<file path="src/rtl/inbuf_polyphase_addrgen.sv">
// inbuf_polyphase_addrgen: polyphase tap/coefficient address generator for the resampler input buffer
// Fills a frame on port A, walks FIR tap bursts on port B, then copies the history tail to the bottom.
module inbuf_polyphase_addrgen #(
  parameter int ADDR_W     = 10,
  parameter int PHASE_W    = 2,
  parameter int NUM_PHASES = 3,
  parameter int DECIM      = 4,
  parameter int TAPS       = 7,
  parameter int HIST       = 21,
  parameter int FRAME_END  = 779
) (
  input  logic               sys_clk,
  input  logic               reset,
  input  logic               in_valid,
  input  logic               fir_start,
  input  logic               out_wea,
  output logic               buf_wea,
  output logic [ADDR_W-1:0]  buf_addra,
  output logic [ADDR_W-1:0]  buf_addrb,
  output logic [PHASE_W-1:0] fir_phase,
  output logic               tap_valid,
  output logic               tap_last,
  output logic               process_start,
  output logic               copy_end,
  output logic               overflow
);
  localparam int CW = $clog2(HIST + 1);
  localparam logic [CW-1:0]     TAP_MAX  = CW'(TAPS - 1);
  localparam logic [CW-1:0]     CNT_HIST = CW'(HIST);
  localparam logic [ADDR_W-1:0] FE_A     = ADDR_W'(FRAME_END);
  localparam logic [ADDR_W-1:0] HIST_A   = ADDR_W'(HIST);
  localparam logic [ADDR_W-1:0] SRC_A    = ADDR_W'(FRAME_END + 1 - HIST);
  localparam logic [ADDR_W:0]   FE_B     = (ADDR_W+1)'(FRAME_END);
  localparam logic [ADDR_W:0]   REBASE_B = (ADDR_W+1)'(FRAME_END + 1 - HIST);
  localparam logic [31:0]       NP_U     = NUM_PHASES;
  localparam logic [31:0]       DEC_U    = DECIM;

  typedef enum logic [2:0] {FILL, ARM, S_TAPS, WAIT_ACK, COPY} state_t;

  state_t              state_q, state_d;
  logic [ADDR_W-1:0]   wr_addr_q, wr_addr_d;
  logic [ADDR_W:0]     base_q, base_d, nxt_base;
  logic [PHASE_W-1:0]  phase_q, phase_d;
  logic [CW-1:0]       cnt_q, cnt_d;
  logic                overflow_q, overflow_d;
  logic [31:0]         sum;
  logic                fill_wr, frame_full, ack, copy_wr, copy_done;

  always_ff @(posedge sys_clk) begin
    if (!reset) begin
      state_q    <= FILL;
      wr_addr_q  <= HIST_A;
      base_q     <= (ADDR_W+1)'(HIST - 1);
      phase_q    <= '0;
      cnt_q      <= '0;
      overflow_q <= 1'b0;
    end else begin
      state_q    <= state_d;
      wr_addr_q  <= wr_addr_d;
      base_q     <= base_d;
      phase_q    <= phase_d;
      cnt_q      <= cnt_d;
      overflow_q <= overflow_d;
    end
  end

  always_comb begin
    state_d = state_q;
    case (state_q)
      FILL:     state_d = frame_full ? ARM : FILL;
      ARM:      state_d = fir_start ? S_TAPS : ARM;
      S_TAPS:   state_d = (cnt_q == TAP_MAX) ? WAIT_ACK : S_TAPS;
      WAIT_ACK: state_d = !out_wea ? WAIT_ACK : (nxt_base > FE_B) ? COPY : S_TAPS;
      COPY:     state_d = copy_done ? FILL : COPY;
      default:  state_d = FILL;
    endcase
  end

  // Phase advances by DECIM; whole multiples of NUM_PHASES spill into the tap base.
  always_comb begin
    sum        = 32'(phase_q) + DEC_U;
    nxt_base   = base_q + (ADDR_W+1)'(sum / NP_U);
    fill_wr    = state_q == FILL && in_valid;
    frame_full = fill_wr && wr_addr_q == FE_A;
    ack        = state_q == WAIT_ACK && out_wea;
    copy_wr    = state_q == COPY && cnt_q != '0;
    copy_done  = state_q == COPY && cnt_q == CNT_HIST;
    wr_addr_d  = !fill_wr ? wr_addr_q : frame_full ? HIST_A : wr_addr_q + 1'b1;
    cnt_d      = ((state_q == S_TAPS && cnt_q != TAP_MAX) || (state_q == COPY && !copy_done)) ? cnt_q + 1'b1 : '0;
    phase_d    = ack ? PHASE_W'(sum % NP_U) : phase_q;
    base_d     = ack ? nxt_base : copy_done ? base_q - REBASE_B : base_q;
    overflow_d = overflow_q | (in_valid && state_q != FILL);
  end

  // Copy writes trail the reads by one cycle to cover the RAM read latency.
  always_comb begin
    buf_wea       = fill_wr || copy_wr;
    buf_addra     = copy_wr ? ADDR_W'(cnt_q - 1'b1) : wr_addr_q;
    buf_addrb     = state_q == S_TAPS ? ADDR_W'(base_q - (ADDR_W+1)'(cnt_q)) :
                    (state_q == COPY && !copy_done) ? SRC_A + ADDR_W'(cnt_q) : '0;
    fir_phase     = phase_q;
    tap_valid     = state_q == S_TAPS;
    tap_last      = state_q == S_TAPS && cnt_q == TAP_MAX;
    process_start = frame_full;
    copy_end      = copy_done;
    overflow      = overflow_q;
  end
endmodule

</file>
<file path="config.mk">
export PLATFORM = sky130hd
export DESIGN_NAME = inbuf_polyphase_addrgen
export DESIGN_NICKNAME = d
export VERILOG_FILES = /design/src/rtl/inbuf_polyphase_addrgen.sv
export SDC_FILE = /design/constraint.sdc
export NUM_CORES = 1
export LEC_CHECK = 0
export CORE_UTILIZATION = 55
export DETAILED_ROUTE_END_ITERATION = 8
export PLACE_DENSITY_LB_ADDON = 0.08
export SETUP_SLACK_MARGIN = 0.02
export SYNTH_ARGS = -nofsm -noshare
export SYNTH_HDL_FRONTEND = slang
export SYNTH_SLANG_ARGS = --single-unit
</file>
<file path="constraint.sdc">
create_clock -name sys_clk -period 6.1 [get_ports sys_clk]
set_input_delay 1.22 -clock sys_clk [delete_from_list [all_inputs] [get_ports sys_clk]]
set_output_delay 1.22 -clock sys_clk [all_outputs]
set_load 0.01 [all_outputs]
</file>
==> metrics <==
pwr dens=162 mW/mm²; I/O Buffers=32; pre-CTS setup slack=2040 ps; # clock sinks=32; number of synthesized flops with an enable pin=0; WL per Instance=14.3 µm; Min-Delay Path Depth=1; synthesized-area fraction occupied by adder cells=10.2%; Yosys warnings=0; FF-to-FF setup slack=3540 ps; total routed wirelength=5640 µm; die width=69.2 µm; Synth Register Bits=32; cts hold-fix bufs=0; Crit path depth=9; first-pass GRT wire length=9460 µm; Crit Path Max Fanout=5; vias in the first global route=2051; drt first pass iters=4; Synth Area in XOR/XNOR=8.83%; post-synthesis compound-gate area fraction=17.9%; Slew @ Worst Pin=918 ps; share of cells above drive strength 1=4.68%; CP arrival=2950 ps; Netlist Area Pre-Place=0.00248 mm²; critical path buffer and inverter count=2; TritonCTS clock tree=done; Synth area leaders=dfxtp_1, ha_1, nand2_1; post-synthesis sequential area ratio=25.8%; via density per instance=5.78; # rows=24; Iteration-0 DRC Markers=154; RR Startpoint=fir_phase[0]; final critical-path required period=4170 ps; post-synth top area cell=dfxtp_1; synthesized net count=344; # diodes=0; total track usage=24.6%; final hold slack=481 ps; syn avg cell area=7.75 µm²; ys async rst share=0%; placed wire-length estimate=4120 µm; relative slew slack=38.2%; Fin. Hold Viols=0; GRT Residual Overflow=0; post-cts resize count=0; Fmax=240 MHz; Placer Congestion=0.897; period utilization=68.4%; critical path startpoint category=flip-flop; synth-to-layout area growth=15.8%; Synth Area in Simple Gates=29.8%; total number of vias=2276; Layout Nets=366; r2r endpoint=state_q[1]; Post-route DRC=0; die area=0.00478 mm²; core area=0.00435 mm²; setup TNS=0 ps; area share of the largest cell type after synthesis=25.8%; Clock Tree Root=clkbuf_8; crit-path cells=inv_1 > ha_1 > nor2b_1 > o21ai_0 > a21oi_1 > o21ai_0 > mux2i_1 > a311o_1 > clkdlybuf4s50_1; die height=69.2 µm; Worst Skew=7.98 ps; Syn Inst Count=320; crit-path most repeated cell=o21ai_0; Critical path origin=cnt_q[1]; Worst VDD drop=0.126 mV; endpoints failing setup=0; Max-cap violations=0; Worst-Skew Late Latency=290 ps; Hold/Removal Path Class=reg2reg; main combinational cell family by area after synthesis=simple AND/OR/NAND/NOR gates; clock slew at reported path FFs=70 ps; post-route ant nets=0; Post-CTS Setup Repair Bufs=0; initial antenna violation count=0; Setup crit end=buf_addrb[7]; final non-filler cell total=394; pin count of the biggest net entering global routing=26; RSZ-0062 raised after global routing=no; Inst Count DP=387; Main synth FF type=dfxtp_1; Clock Tree Buf Depth=2; slowest stage cell on the critical path=clkdlybuf4s50_1; Reg2Reg Depth=11; leakage power=1.15 nW; Pins Over Slew Limit=0; CP max stage delay=470 ps; TritonCTS Buffers=5; kind of critical path=reg2out; CP delay by family, top=compound AO/OA/AOI/OAI gates; status=finished clean; mux cell area share after synthesis=1.21%; Top Ports=33; Initial Util=57.0%; htree depth=2; kind of end point of the critical path=output port; Yosys cell types=55; worst setup margin=1930 ps; WP data required=4880 ps
-- Yosys cell counts, drive strengths merged (5+ instances only) --
master / number
nand2: 43
dfxtp: 32
nor2: 23
ha: 17
o21ai: 17
inv: 16
xnor2: 16
a21oi: 13
nand3: 13
buf: 11
xor2: 9
and2: 8
o22ai: 8
a31oi: 7
and3: 7
nand4: 7
clkbuf: 6
a21o: 5
nor2b: 5
nor3: 5
-- area by class of cell --
cell class | count | area [µm²]
Multi-Input combinational cell | 254 | 1680
Fill cell | 373 | 1480
Sequential cell | 32 | 641
Timing Repair Buffer | 32 | 320
Clock buffer | 7 | 96.3
Inverter | 17 | 66.3
Tap cell | 52 | 65.1
-- through the flow --
step	util (%)	cell area (µm²)	total power, mW
after floorplan	-	2480	0.263
after global placement	63.8	2780	0.288
after detailed placement	63.8	2780	0.289
after CTS	66.0	2870	0.472
after global routing	66.0	2870	0.489
final	66.0	2870	0.466
-- kinds of logic after synthesis --
family | after synthesis
AND/OR/NAND/NOR | 140
flip-flops | 32
multiplexers | 3
adder cells (fa/ha/maj) | 19
AO/OA/AOI/OAI | 67
buffers and inverters | 34
XOR/XNOR | 25
-- worst min path at each step --
stage	slack, ps	end	start
after floorplan	470	wr_addr_q[9]	wr_addr_q[9]
after global placement	450	overflow	overflow
after detailed placement	460	overflow	overflow
after CTS	480	overflow	overflow
after global routing	500	overflow	overflow
final	480	overflow	overflow
-- worst register-to-register path, stage by stage, from the launching register on --
cell and delay, ps:
dfxtp_1 370, inv_1 60, ha_1 180, or2_2 300, inv_1 80, fa_1 330
and3b_1 250, or4_1 400, a21oi_1 160, o22ai_1 150, nand4_1 100, o21ai_0 70
-- metal layers --
metal	wire (µm)	track usage (%)	part of all wire, %
met2	2530	38.0	45
met4	93	11.6	1.7
met1	2720	32.7	48
met3	285	5.26	5.1
met5	0	0	0
-- sequential cells by signal, summed over array words and instances, names as in the netlist --
| name | cells |
|---|---|
| fir_phase | 2 |
| overflow | 1 |
| wr_addr_q | 10 |
| base_q | 11 |
| cnt_q | 5 |
| state_q | 3 |
-- where the power goes --
part | total, mW | switching [mW] | internal [mW]
registers | 0.223 | 0.00894 | 0.214
logic | 0.0613 | 0.0314 | 0.0300
clock network | 0.181 | 0.0809 | 0.100
-- cell usage in the layout, fill, tap and decap left out, types with 5 or more instances in the layout --
master | Yosys | final
a21o_1 | 5 | 5
a21oi_1 | 13 | 13
a31oi_1 | 7 | 7
and2_1 | 8 | 8
and3_1 | 7 | 7
clkbuf_8 | 0 | 7
clkdlybuf4s50_1 | 0 | 32
dfxtp_1 | 32 | 32
ha_1 | 17 | 17
inv_1 | 15 | 15
nand2_1 | 43 | 43
nand3_1 | 12 | 12
nand4_1 | 7 | 7
nor2_1 | 23 | 23
nor2b_1 | 5 | 5
nor3_1 | 5 | 5
o21ai_0 | 16 | 16
o22ai_1 | 6 | 6
xnor2_1 | 16 | 16
xor2_1 | 9 | 9
Note: power is estimated with default switching activity, not from simulation.
